$ cat src/rtl/temporal_fusion_mac_pkg.sv
// Shared fusion/conv package: mode and state enums plus the fixed-point helpers
// (saturate, round-half-up shift) reused across fusion and conv blocks.
package fusion_pkg;

  typedef enum logic [1:0] {
    SUM  = 2'd0,
    MEAN = 2'd1,
    MAX  = 2'd2,
    RSVD = 2'd3
  } fusion_mode_e;

  typedef enum logic [1:0] {
    IDLE = 2'd0,
    MAC  = 2'd1,
    FUSE = 2'd2,
    OUT  = 2'd3
  } fusion_state_e;

  // Wide working type; callers sign-extend into it and truncate the result.
  localparam int CALC_W = 64;
  typedef logic signed [CALC_W-1:0] calc_t;

  function automatic calc_t sat_to_width(input calc_t v, input int w);
    calc_t hi;
    calc_t lo;
    hi = (calc_t'(1) <<< (w - 1)) - calc_t'(1);
    lo = -hi - calc_t'(1);
    if (v > hi) return hi;
    if (v < lo) return lo;
    return v;
  endfunction

  function automatic calc_t round_shift(input calc_t v, input int sh);
    if (sh <= 0) return v;
    return (v + (calc_t'(1) <<< (sh - 1))) >>> sh;
  endfunction

endpackage

$ cat src/rtl/temporal_fusion_mac_if.sv
// Stream-side bus of temporal_fusion_mac: vector input, fused output, busy flag.
interface temporal_fusion_mac_if #(
  parameter int DATA_WIDTH  = 16,
  parameter int NUM_STREAMS = 4
);
  // A transfer happens on a rising edge where valid && ready; the source holds
  // data/mode stable while valid is high and ready is low.
  logic [NUM_STREAMS-1:0][DATA_WIDTH-1:0] x_in;
  logic                                   x_valid;
  logic                                   x_ready;
  logic [1:0]                             mode;
  logic [DATA_WIDTH-1:0]                  y_out;
  logic                                   y_valid;
  logic                                   y_ready;
  logic                                   busy;

  modport master (
    output x_in, x_valid, mode, y_ready,
    input  x_ready, y_out, y_valid, busy
  );

  modport slave (
    input  x_in, x_valid, mode, y_ready,
    output x_ready, y_out, y_valid, busy
  );
endinterface

$ cat src/rtl/temporal_fusion_mac_mac_unit.sv
// Registered signed multiply-accumulate; i_clr starts a fresh sum with this product.
module mac_unit
  import fusion_pkg::*;
#(
  parameter int A_W   = 16,
  parameter int B_W   = 16,
  parameter int ACC_W = 48
) (
  input  logic                    clk,
  input  logic                    rst_n,
  input  logic                    i_en,
  input  logic                    i_clr,
  input  logic signed [A_W-1:0]   i_a,
  input  logic signed [B_W-1:0]   i_b,
  output logic signed [ACC_W-1:0] o_acc_next
);

  logic signed [A_W+B_W-1:0] w_prod;
  logic signed [ACC_W-1:0]   w_prod_ext;
  logic signed [ACC_W-1:0]   w_base;
  logic signed [ACC_W-1:0]   r_acc;

  assign w_prod     = i_a * i_b;
  assign w_prod_ext = ACC_W'(w_prod);
  assign w_base     = i_clr ? '0 : r_acc;
  assign o_acc_next = w_base + w_prod_ext;

  always_ff @(posedge clk or negedge rst_n) begin
    if (!rst_n) begin
      r_acc <= '0;
    end else if (i_en) begin
      r_acc <= o_acc_next;
    end
  end

endmodule

$ cat src/rtl/temporal_fusion_mac.sv
// Multi-stream FIR fusion with one time-shared MAC: walks (stream, tap) pairs,
// requantises each stream, then fuses by SUM, MEAN or MAX.
module temporal_fusion_mac
  import fusion_pkg::*;
#(
  parameter int DATA_WIDTH  = 16,
  parameter int COEF_WIDTH  = 16,
  parameter int ACC_WIDTH   = 48,
  parameter int FRAC_BITS   = 14,
  parameter int KERNEL_SIZE = 5,
  parameter int NUM_STREAMS = 4,
  parameter logic signed [COEF_WIDTH-1:0] COEFFS [NUM_STREAMS][KERNEL_SIZE] = '{default: '0}
) (
  input  logic                  clk,
  input  logic                  rst_n,
  temporal_fusion_mac_if.slave  bus,
  output fusion_state_e         o_dbg_state
);

  localparam int LOG2_NS = $clog2(NUM_STREAMS);
  localparam int FUS_W   = DATA_WIDTH + LOG2_NS;
  localparam int S_W     = LOG2_NS;
  localparam int K_W     = (KERNEL_SIZE > 1) ? $clog2(KERNEL_SIZE) : 1;

  if (!((NUM_STREAMS >= 2) && ((NUM_STREAMS & (NUM_STREAMS - 1)) == 0))) begin : g_bad_ns
    $error("NUM_STREAMS must be a power of two and at least 2");
  end
  if (KERNEL_SIZE < 1) begin : g_bad_ks
    $error("KERNEL_SIZE must be at least 1");
  end
  if (ACC_WIDTH < DATA_WIDTH + COEF_WIDTH + $clog2(KERNEL_SIZE)) begin : g_bad_acc
    $error("ACC_WIDTH too narrow for a full kernel sum");
  end

  fusion_state_e                r_state;
  fusion_mode_e                 r_mode;
  logic [S_W-1:0]               r_s_idx;
  logic [K_W-1:0]               r_k_idx;
  logic signed [DATA_WIDTH-1:0] r_taps [NUM_STREAMS][KERNEL_SIZE];
  logic signed [FUS_W-1:0]      r_fus;
  logic [DATA_WIDTH-1:0]        r_y_out;
  logic                         r_y_valid;
  logic                         r_busy;

  logic                         w_x_ready;
  logic                         w_accept;
  logic                         w_last_tap;
  logic                         w_last_stream;
  logic signed [DATA_WIDTH-1:0] w_tap;
  logic signed [COEF_WIDTH-1:0] w_coef;
  logic signed [ACC_WIDTH-1:0]  w_acc_next;
  logic signed [DATA_WIDTH-1:0] w_r;
  logic signed [FUS_W-1:0]      w_r_ext;
  logic signed [FUS_W-1:0]      w_fus_next;
  logic [DATA_WIDTH-1:0]        w_result;

  assign w_x_ready     = (r_state == IDLE) || ((r_state == OUT) && bus.y_ready);
  assign w_accept      = bus.x_valid && w_x_ready;
  assign w_last_tap    = (r_k_idx == K_W'(KERNEL_SIZE - 1));
  assign w_last_stream = (r_s_idx == S_W'(NUM_STREAMS - 1));
  assign w_tap         = r_taps[r_s_idx][r_k_idx];
  assign w_coef        = COEFFS[r_s_idx][r_k_idx];

  mac_unit #(
    .A_W   (DATA_WIDTH),
    .B_W   (COEF_WIDTH),
    .ACC_W (ACC_WIDTH)
  ) u_mac (
    .clk        (clk),
    .rst_n      (rst_n),
    .i_en       (r_state == MAC),
    .i_clr      (r_k_idx == '0),
    .i_a        (w_tap),
    .i_b        (w_coef),
    .o_acc_next (w_acc_next)
  );

  // Requantise from the combinational sum so the last tap needs no extra cycle.
  assign w_r     = DATA_WIDTH'(sat_to_width(round_shift(calc_t'(w_acc_next), FRAC_BITS),
                                            DATA_WIDTH));
  assign w_r_ext = FUS_W'(w_r);

  always_comb begin
    w_fus_next = r_fus;
    if (r_s_idx == '0) begin
      w_fus_next = w_r_ext;
    end else if (r_mode == MAX) begin
      w_fus_next = (w_r_ext > r_fus) ? w_r_ext : r_fus;
    end else begin
      w_fus_next = r_fus + w_r_ext;
    end
  end

  always_comb begin
    w_result = DATA_WIDTH'(sat_to_width(calc_t'(r_fus), DATA_WIDTH));
    case (r_mode)
      MEAN:    w_result = DATA_WIDTH'(r_fus >>> LOG2_NS);
      MAX:     w_result = DATA_WIDTH'(r_fus);
      default: w_result = DATA_WIDTH'(sat_to_width(calc_t'(r_fus), DATA_WIDTH));
    endcase
  end

  always_ff @(posedge clk or negedge rst_n) begin
    if (!rst_n) begin
      r_state   <= IDLE;
      r_mode    <= SUM;
      r_s_idx   <= '0;
      r_k_idx   <= '0;
      r_fus     <= '0;
      r_y_out   <= '0;
      r_y_valid <= 1'b0;
      r_busy    <= 1'b0;
      for (int s = 0; s < NUM_STREAMS; s++) begin
        for (int k = 0; k < KERNEL_SIZE; k++) begin
          r_taps[s][k] <= '0;
        end
      end
    end else begin
      case (r_state)
        MAC: begin
          if (w_last_tap) begin
            r_fus   <= w_fus_next;
            r_k_idx <= '0;
            if (w_last_stream) begin
              r_state <= FUSE;
            end else begin
              r_s_idx <= r_s_idx + S_W'(1);
            end
          end else begin
            r_k_idx <= r_k_idx + K_W'(1);
          end
        end
        FUSE: begin
          r_y_out   <= w_result;
          r_y_valid <= 1'b1;
          r_state   <= OUT;
        end
        OUT: begin
          if (bus.y_ready) begin
            r_y_valid <= 1'b0;
            r_state   <= IDLE;
            r_busy    <= 1'b0;
          end
        end
        default: ;
      endcase
      // Acceptance overrides the OUT->IDLE exit so back-to-back vectors skip IDLE.
      if (w_accept) begin
        for (int s = 0; s < NUM_STREAMS; s++) begin
          for (int k = KERNEL_SIZE - 1; k > 0; k--) begin
            r_taps[s][k] <= r_taps[s][k-1];
          end
          r_taps[s][0] <= bus.x_in[s];
        end
        r_mode  <= fusion_mode_e'(bus.mode);
        r_s_idx <= '0;
        r_k_idx <= '0;
        r_state <= MAC;
        r_busy  <= 1'b1;
      end
    end
  end

  assign bus.x_ready = w_x_ready;
  assign bus.y_out   = r_y_out;
  assign bus.y_valid = r_y_valid;
  assign bus.busy    = r_busy;
  assign o_dbg_state = r_state;

endmodule

$ cat src/flat_wrapper.sv
// flat-port wrapper written by rule: the top's interface ports become plain ports
module temporal_fusion_mac_flat import fusion_pkg::*;
#(
  parameter int DATA_WIDTH  = 16,
  parameter int COEF_WIDTH  = 16,
  parameter int ACC_WIDTH   = 48,
  parameter int FRAC_BITS   = 14,
  parameter int KERNEL_SIZE = 5,
  parameter int NUM_STREAMS = 4,
  parameter logic signed [COEF_WIDTH-1:0] COEFFS [NUM_STREAMS][KERNEL_SIZE] = '{default: '0}
)
  (clk, rst_n, o_dbg_state, bus_x_in, bus_x_valid, bus_mode, bus_y_ready, bus_x_ready, bus_y_out, bus_y_valid, bus_busy);
  temporal_fusion_mac_if #(.DATA_WIDTH(DATA_WIDTH), .NUM_STREAMS(NUM_STREAMS)) bus_i ();
  input  logic clk;
  input  logic rst_n;
  output fusion_state_e o_dbg_state;
  input wire logic [$bits(bus_i.x_in)-1:0] bus_x_in;
  input wire logic [$bits(bus_i.x_valid)-1:0] bus_x_valid;
  input wire logic [$bits(bus_i.mode)-1:0] bus_mode;
  input wire logic [$bits(bus_i.y_ready)-1:0] bus_y_ready;
  output wire logic [$bits(bus_i.x_ready)-1:0] bus_x_ready;
  output wire logic [$bits(bus_i.y_out)-1:0] bus_y_out;
  output wire logic [$bits(bus_i.y_valid)-1:0] bus_y_valid;
  output wire logic [$bits(bus_i.busy)-1:0] bus_busy;
  assign bus_i.x_in = bus_x_in;
  assign bus_i.x_valid = bus_x_valid;
  assign bus_i.mode = bus_mode;
  assign bus_i.y_ready = bus_y_ready;
  assign bus_x_ready = bus_i.x_ready;
  assign bus_y_out = bus_i.y_out;
  assign bus_y_valid = bus_i.y_valid;
  assign bus_busy = bus_i.busy;
  temporal_fusion_mac #(.DATA_WIDTH(DATA_WIDTH), .COEF_WIDTH(COEF_WIDTH), .ACC_WIDTH(ACC_WIDTH), .FRAC_BITS(FRAC_BITS), .KERNEL_SIZE(KERNEL_SIZE), .NUM_STREAMS(NUM_STREAMS), .COEFFS(COEFFS)) u_core (.clk(clk), .rst_n(rst_n), .bus(bus_i), .o_dbg_state(o_dbg_state));
endmodule
$ cat config.mk
export PLATFORM = sky130hd
export DESIGN_NAME = temporal_fusion_mac_flat
export DESIGN_NICKNAME = d
export VERILOG_FILES = /design/src/rtl/temporal_fusion_mac_pkg.sv /design/src/rtl/temporal_fusion_mac_if.sv /design/src/rtl/temporal_fusion_mac_mac_unit.sv /design/src/rtl/temporal_fusion_mac.sv /design/src/flat_wrapper.sv
export SDC_FILE = /design/constraint.sdc
export NUM_CORES = 1
export LEC_CHECK = 0
export CAP_MARGIN = 5
export CORE_MARGIN = 5
export CORE_UTILIZATION = 60
export DETAILED_ROUTE_END_ITERATION = 7
export DONT_BUFFER_PORTS = 1
export PLACE_DENSITY = 0.86
export SETUP_SLACK_MARGIN = 0.1
export SLEW_MARGIN = 20
export SYNTH_ARGS = -nofsm -noshare
export SYNTH_HDL_FRONTEND = slang
export SYNTH_HIERARCHICAL = 1
export SYNTH_SLANG_ARGS = --single-unit
$ cat constraint.sdc
create_clock -name clk -period 18.3 [get_ports clk]
set_clock_uncertainty 0.2 [all_clocks]
set_input_delay 1.83 -clock clk [delete_from_list [all_inputs] [get_ports clk]]
set_output_delay 1.83 -clock clk [all_outputs]
set_load 0.02 [all_outputs]
# Yosys cells after proc, flatten, opt, wreduce, memory -nomap -nowiden

Index checks and enable logic that the tools add are counted.

Add/subtract/negate cells: 5
Multipliers: 1
Div/mod/pow operators: 0
$lt $le $gt $ge: 7
Eq/ne operators: 13
Shift-type cells: 0
Muxes and demuxes: 49
Bitwise operators: 2
Reductions and logical operators: 18

Operators by type and width:

| cell                                                                               | number |
|---|---|
| 80-bit binary-select mux with 2-bit select                                         | 2 |
| 80-bit two-way mux                                                                 | 4 |
| 16-bit two-way mux                                                                 | 12 |
| 16-bit binary-select mux with 3-bit select                                         | 2 |
| 18-bit two-way mux                                                                 | 3 |
| 48-bit by 15-bit adder with 49-bit output (second input constant)                  | 1 |
| 48-bit by 32-bit adder with 48-bit output                                          | 1 |
| 48-bit two-way mux                                                                 | 1 |
| 35-bit by 16-bit greater-than comparator with 1-bit output (second input constant) | 1 |
| 35-bit by 16-bit less-than comparator with 1-bit output (second input constant)    | 1 |
| 16-bit by 16-bit multiplier with 32-bit output                                     | 1 |
| 16-bit case mux with 2 select lines                                                | 1 |
| 18-bit by 16-bit adder with 18-bit output                                          | 1 |
| 16-bit by 18-bit greater-than comparator with 1-bit output                         | 1 |
| 18-bit by 16-bit greater-than comparator with 1-bit output (second input constant) | 1 |
| 18-bit by 16-bit less-than comparator with 1-bit output (second input constant)    | 1 |
| 2-bit two-way mux                                                                  | 8 |
| 1-bit two-way mux                                                                  | 11 |
| 2-bit nonzero test                                                                 | 5 |
| 3-bit two-way mux                                                                  | 3 |
| 2-bit == test (second input constant)                                              | 4 |
| 3-bit by 1-bit inequality test with 1-bit output (second input constant)           | 2 |
| 3-bit by 2-bit inequality test with 1-bit output (second input constant)           | 2 |
| 2-bit case mux with 3 select lines                                                 | 1 |
| 20 further kinds                                                                   | 25 |

Bits in registers: 413
Latch bits: 0
Bits in writable memories: 0
Memory bits (read-only): 0
Input bits: 70
Output and inout port bits: 21
Word-level logic and storage cells: 124
Memories: 0

# Depth between registers and ports, before layout

Word-level depth: 19
Mapped depth: 52
Mapped depth without buffers: 46

# Modules after synthesis

The synthesis kept the hierarchy.

Modules (own cells, without submodules):

| module              | instances | cells an instance | area each (µm²) | seq. area each (µm²) |
|---|---|---|---|---|
| temporal_fusion_mac | 1         | 2,096             | 18,965.7        | 9,133.8 |
| mac_unit            | 1         | 1,702             | 15,980.3        | 1,201.2 |

# Least setup slack after synthesis

Ideal clock, no wire load.

Kind: register to register
Start: register u_core.r_k_idx[1]
End: register u_core.r_fus[14]
Setup time: 104 ps
Arrival: 8,905 ps
Required time: 17,996 ps
Path slack: 9,091 ps
Stages on the path, launching flop included: 37
Path buffers: 7
Clock period less this slack: 9,209 ps
Cell sequence: dfrtp_1 -> inv_2 -> buf_1 -> ha_1 -> nor2b_1 -> clkbuf_1 -> clkbuf_1 -> nor2b_1 -> ha_1 -> fa_1 -> fa_1 -> fa_1 -> inv_1 -> fa_1 -> inv_1 -> ha_1 -> clkbuf_1 -> nor2_1 -> mux2_2 -> a311o_1 -> nand3_1 -> or4_1 -> a2111oi_2 -> o211a_1 -> nand4_1 -> o41ai_4 -> buf_2 -> nand2_1 -> ha_1 -> buf_1 -> nand4_1 -> nor3_1 -> a211oi_1 -> o22ai_1 -> clkbuf_1 -> nor2_1 -> a221oi_1

Cells in the longest elaborated chain, start to end: 15
Elaborated cells on any way between the ends: 28
Those cells by class: add/sub: 3; mul: 1; order compare: 3; eq/ne: 2; mux: 16; bitwise: 1; reduce/logical: 2

RTL lines:

| what                                                                                                    | line                                                 | text |
|---|---|---|
| from (decl)                                                                                             | temporal_fusion_mac.sv:38                            | `logic [K_W-1:0] r_k_idx;` |
| from (signal assigned)                                                                                  | temporal_fusion_mac.sv:130                           | `r_k_idx <= r_k_idx + K_W'(1);` |
| 3-bit NOT with 4-bit output (implied by the code)                                                       | temporal_fusion_mac.sv:61, temporal_fusion_mac.sv:62 |  |
| 16-bit binary-select mux with 3-bit select (on tied branches)                                           | temporal_fusion_mac.sv:61, temporal_fusion_mac.sv:62 |  |
| 16-bit two-way mux (on tied branches) (2 in a row)                                                      | temporal_fusion_mac.sv:61, temporal_fusion_mac.sv:62 |  |
| 16-bit by 16-bit multiplier with 32-bit output                                                          | temporal_fusion_mac_mac_unit.sv:23                   | `assign w_prod = i_a * i_b;` |
| 48-bit by 32-bit adder with 48-bit output *                                                             | temporal_fusion_mac_mac_unit.sv:26                   | `assign o_acc_next = w_base + w_prod_ext;` |
| via u_core.w_acc_next[29]                                                                               | temporal_fusion_mac.sv:51                            | `logic signed [ACC_WIDTH-1:0] w_acc_next;` |
| 48-bit by 15-bit adder with 49-bit output *                                                             | temporal_fusion_mac_pkg.sv:35                        | `return (v + (calc_t'(1) <<< (sh - 1))) >>> sh;` |
| 35-bit by 16-bit less-than comparator with 1-bit output                                                 | temporal_fusion_mac_pkg.sv:29                        | `if (v < lo) return lo;` |
| 1-bit two-way mux (2 in a row)                                                                          | temporal_fusion_mac_pkg.sv:29                        |  |
| 16-bit two-way mux                                                                                      | temporal_fusion_mac_pkg.sv:30                        | `return v;` |
| 16-bit two-way mux *                                                                                    | temporal_fusion_mac_pkg.sv:29                        |  |
| 16-bit by 18-bit greater-than comparator with 1-bit output (tied with other cells)                      | temporal_fusion_mac.sv:88                            | `w_fus_next = (w_r_ext > r_fus) ? w_r_ext : r_fus;` |
| 3-bit by 2-bit inequality test with 1-bit output (no source line) or 18-bit two-way mux (tied branches) | n/a                                                  |  |
| 3-bit AND reduction (no source line) or 18-bit two-way mux (tied branches)                              | n/a                                                  |  |
| to (signal assigned)                                                                                    | temporal_fusion_mac.sv:122                           | `r_fus <= w_fus_next;` |
| to (decl)                                                                                               | temporal_fusion_mac.sv:40                            | `logic signed [FUS_W-1:0] r_fus;` |

The timed path passes the listed nets; every way through them passes the cells marked *. The select of a mux whose other input is x is not followed.
A chain may end at the register's enable or synchronous reset.

# Worst setup path in the final report

Start: register u_core.r_k_idx[0]
End: register u_core.r_fus[14]

Same word-level chain as after synthesis.

==> metrics.md <==
| Metric | Value |
|---|---|
| First-pass GRT wire length | `136000 um` |
| Max Slew Vio Count | `0` |
| Max cap viols | `0` |
| Layout cells sized above 1 | `0.0675` |
| Area Growth Syn to Fin | `6.77%` |
| Antenna Cells | `0` |
| Crit path max fanout | `48` |
| Crit-path max cell delay | `880 ps` |
| DRT iter0 DRCs | `2449` |
| Crit-path most repeated cell | `ha_1` |
| Max stage delay cell, worst path | `o41ai_4` |
| Clk slew on worst S/H paths | `60 ps` |
| Startpoint Class | `flip-flop` |
| Most frequent cells in the layout | `nand2_1 (1153), inv_1 (496), dfrtp_1 (411)` |
| CTS resizes | `0` |
| Post-CTS Setup Repair Bufs | `0` |
| Max transition margin | `0.174` |
| Initial DRT Pass Iterations | `6` |
| Worst slew pin tran | `1240 ps` |
| Total GRT Usage | `0.258` |
| Final #Nets | `4400` |
| H-tree levels | `2` |
| Clk root buf | `clkbuf_16` |
| CTS tree | `yes` |
| Synth warn | `6` |
| Drt wl/cell | `17.5 um` |
| Largest net degree at the start of global routing | `414` |
| Die Y | `251 um` |
| Fill count | `4330` |
| Mapped cell area | `34900 um2` |
| CTS Buf Count | `43` |
| Num Clock Sinks | `413` |
| Syn Area/Cell | `9.20 um2` |
| Later-pin clock latency in the skew report | `590 ps` |
| HPWL after detailed placement | `57100 um` |
| Endpoints failing hold | `0` |
| Final Critical Period | `10290 ps` |
| Data required, critical path | `18530 ps` |
| Area of the die | `63200 um2` |
| Grt total ovfl | `0` |
| Max Root-Sink Buffers | `3` |
| Unrepaired setup endpoints after global routing | `false` |
| Sequential cell area | `10300 um2` |
| Routed vias | `26300` |
| Io pins | `91` |
| Core area | `57700 um2` |
| Worst endpoint data arrival time | `10520 ps` |
| Max Clk Rate | `97.2 MHz` |
| Total negative slack | `0 ps` |
| Initial antenna violation count | `0` |
| Status | `complete, no violations` |
| Vias in the first global route | `27600` |
| Period utilisation layout | `0.562` |
| RD Place Congestion | `0.957` |
| DRT antenna net count | `0` |
| CTS hold repair buffers | `0` |
| Starting density of the core | `0.606` |
| Final setup viols | `0` |
| Multi-input gate area | `22500 um2` |
| Mapped Cells | `3797` |
| Via density per instance | `5.74` |
| Port buffer count | `0` |
| Rows | `88` |
| CP Class | `reg -> reg` |
| DIE WIDTH | `251 um` |
| Commonest non-fill, non-tap cell in the layout | `nand2_1` |
| Critical path endpoint category | `flip-flop` |
| Routed WL | `80400 um` |
| DRC violations left | `0` |
| Worst hold path type | `reg -> reg` |
==> metal layers <==
metal	track usage	wire length, um	share of wire
met1	0.346	32500	0.40
met2	0.436	40100	0.50
met3	0.0402	5180	0.064
met4	0.0878	2660	0.033
met5	0	0	0
==> area by class of cell <==
cell class,instances,share of cell area
sequential,413,0.277
clock buffer,60,0.0335
timing repair buffer,21,0.00466
inverter,497,0.0500
multi-input combinational,2813,0.603
clock inverter,16,0.00594
tap,765,0.0257
==> state kept, by name, indices dropped and copies added, names as in the netlist <==
name / count
u_core/r_fus: 18
u_core/u_mac/r_acc: 48
u_core/r_s_idx: 2
u_core/bus.y_valid: 1
u_core/r_taps: 320
u_core/r_mode: 2
u_core/bus.busy: 1
u_core/r_k_idx: 3
u_core/bus.y_out: 16
u_core/o_dbg_state: 2
==> final timing paths <==
path	startpoint	endpoint	slack [ps]	cells past startpoint
setup / recovery	u_core/r_k_idx[0]	u_core/r_fus[14]	8010	29
hold / removal	u_core/r_taps[15]	u_core/r_taps[15]	280	2
setup reg to reg	u_core/r_k_idx[0]	u_core/r_fus[14]	8010	29
hold reg to reg	u_core/r_taps[15]	u_core/r_taps[15]	280	2
max in group asynchronous	rst_n	u_core/r_s_idx[1]	16350	0
min in group asynchronous	rst_n	u_core/r_taps[65]	750	0
==> stage by stage <==
stage          std cells  setup slack [ps]  instance area [um2]   util  hold WS [ps]
6_report            4585              8010                37300  0.647           277
3_3_place_gp        4509              8300                35800  0.621           253
2_1_floorplan       3905              9090                35300      -           240
3_5_place_dp        4509              8060                35800  0.621           262
4_1_cts             4585              8090                37300  0.647           276
5_1_grt             4585              7300                37300  0.647           297
==> worst max-delay path: cells and delay by family, from the launching register on <==
kind | cells | cell delay [ps]
AOI/OAI and AO/OA | 9 | 2710
xor gates and xnor gates | 1 | 260
adders and majority gates | 9 | 3700
buffers and inverters | 4 | 1010
DFF | 1 | 760
and+or+nand+nor | 6 | 1450
Power is left out: the tool's default activity adds up to more than one toggle a clock period on the data nets, which glitch-free logic cannot reach.
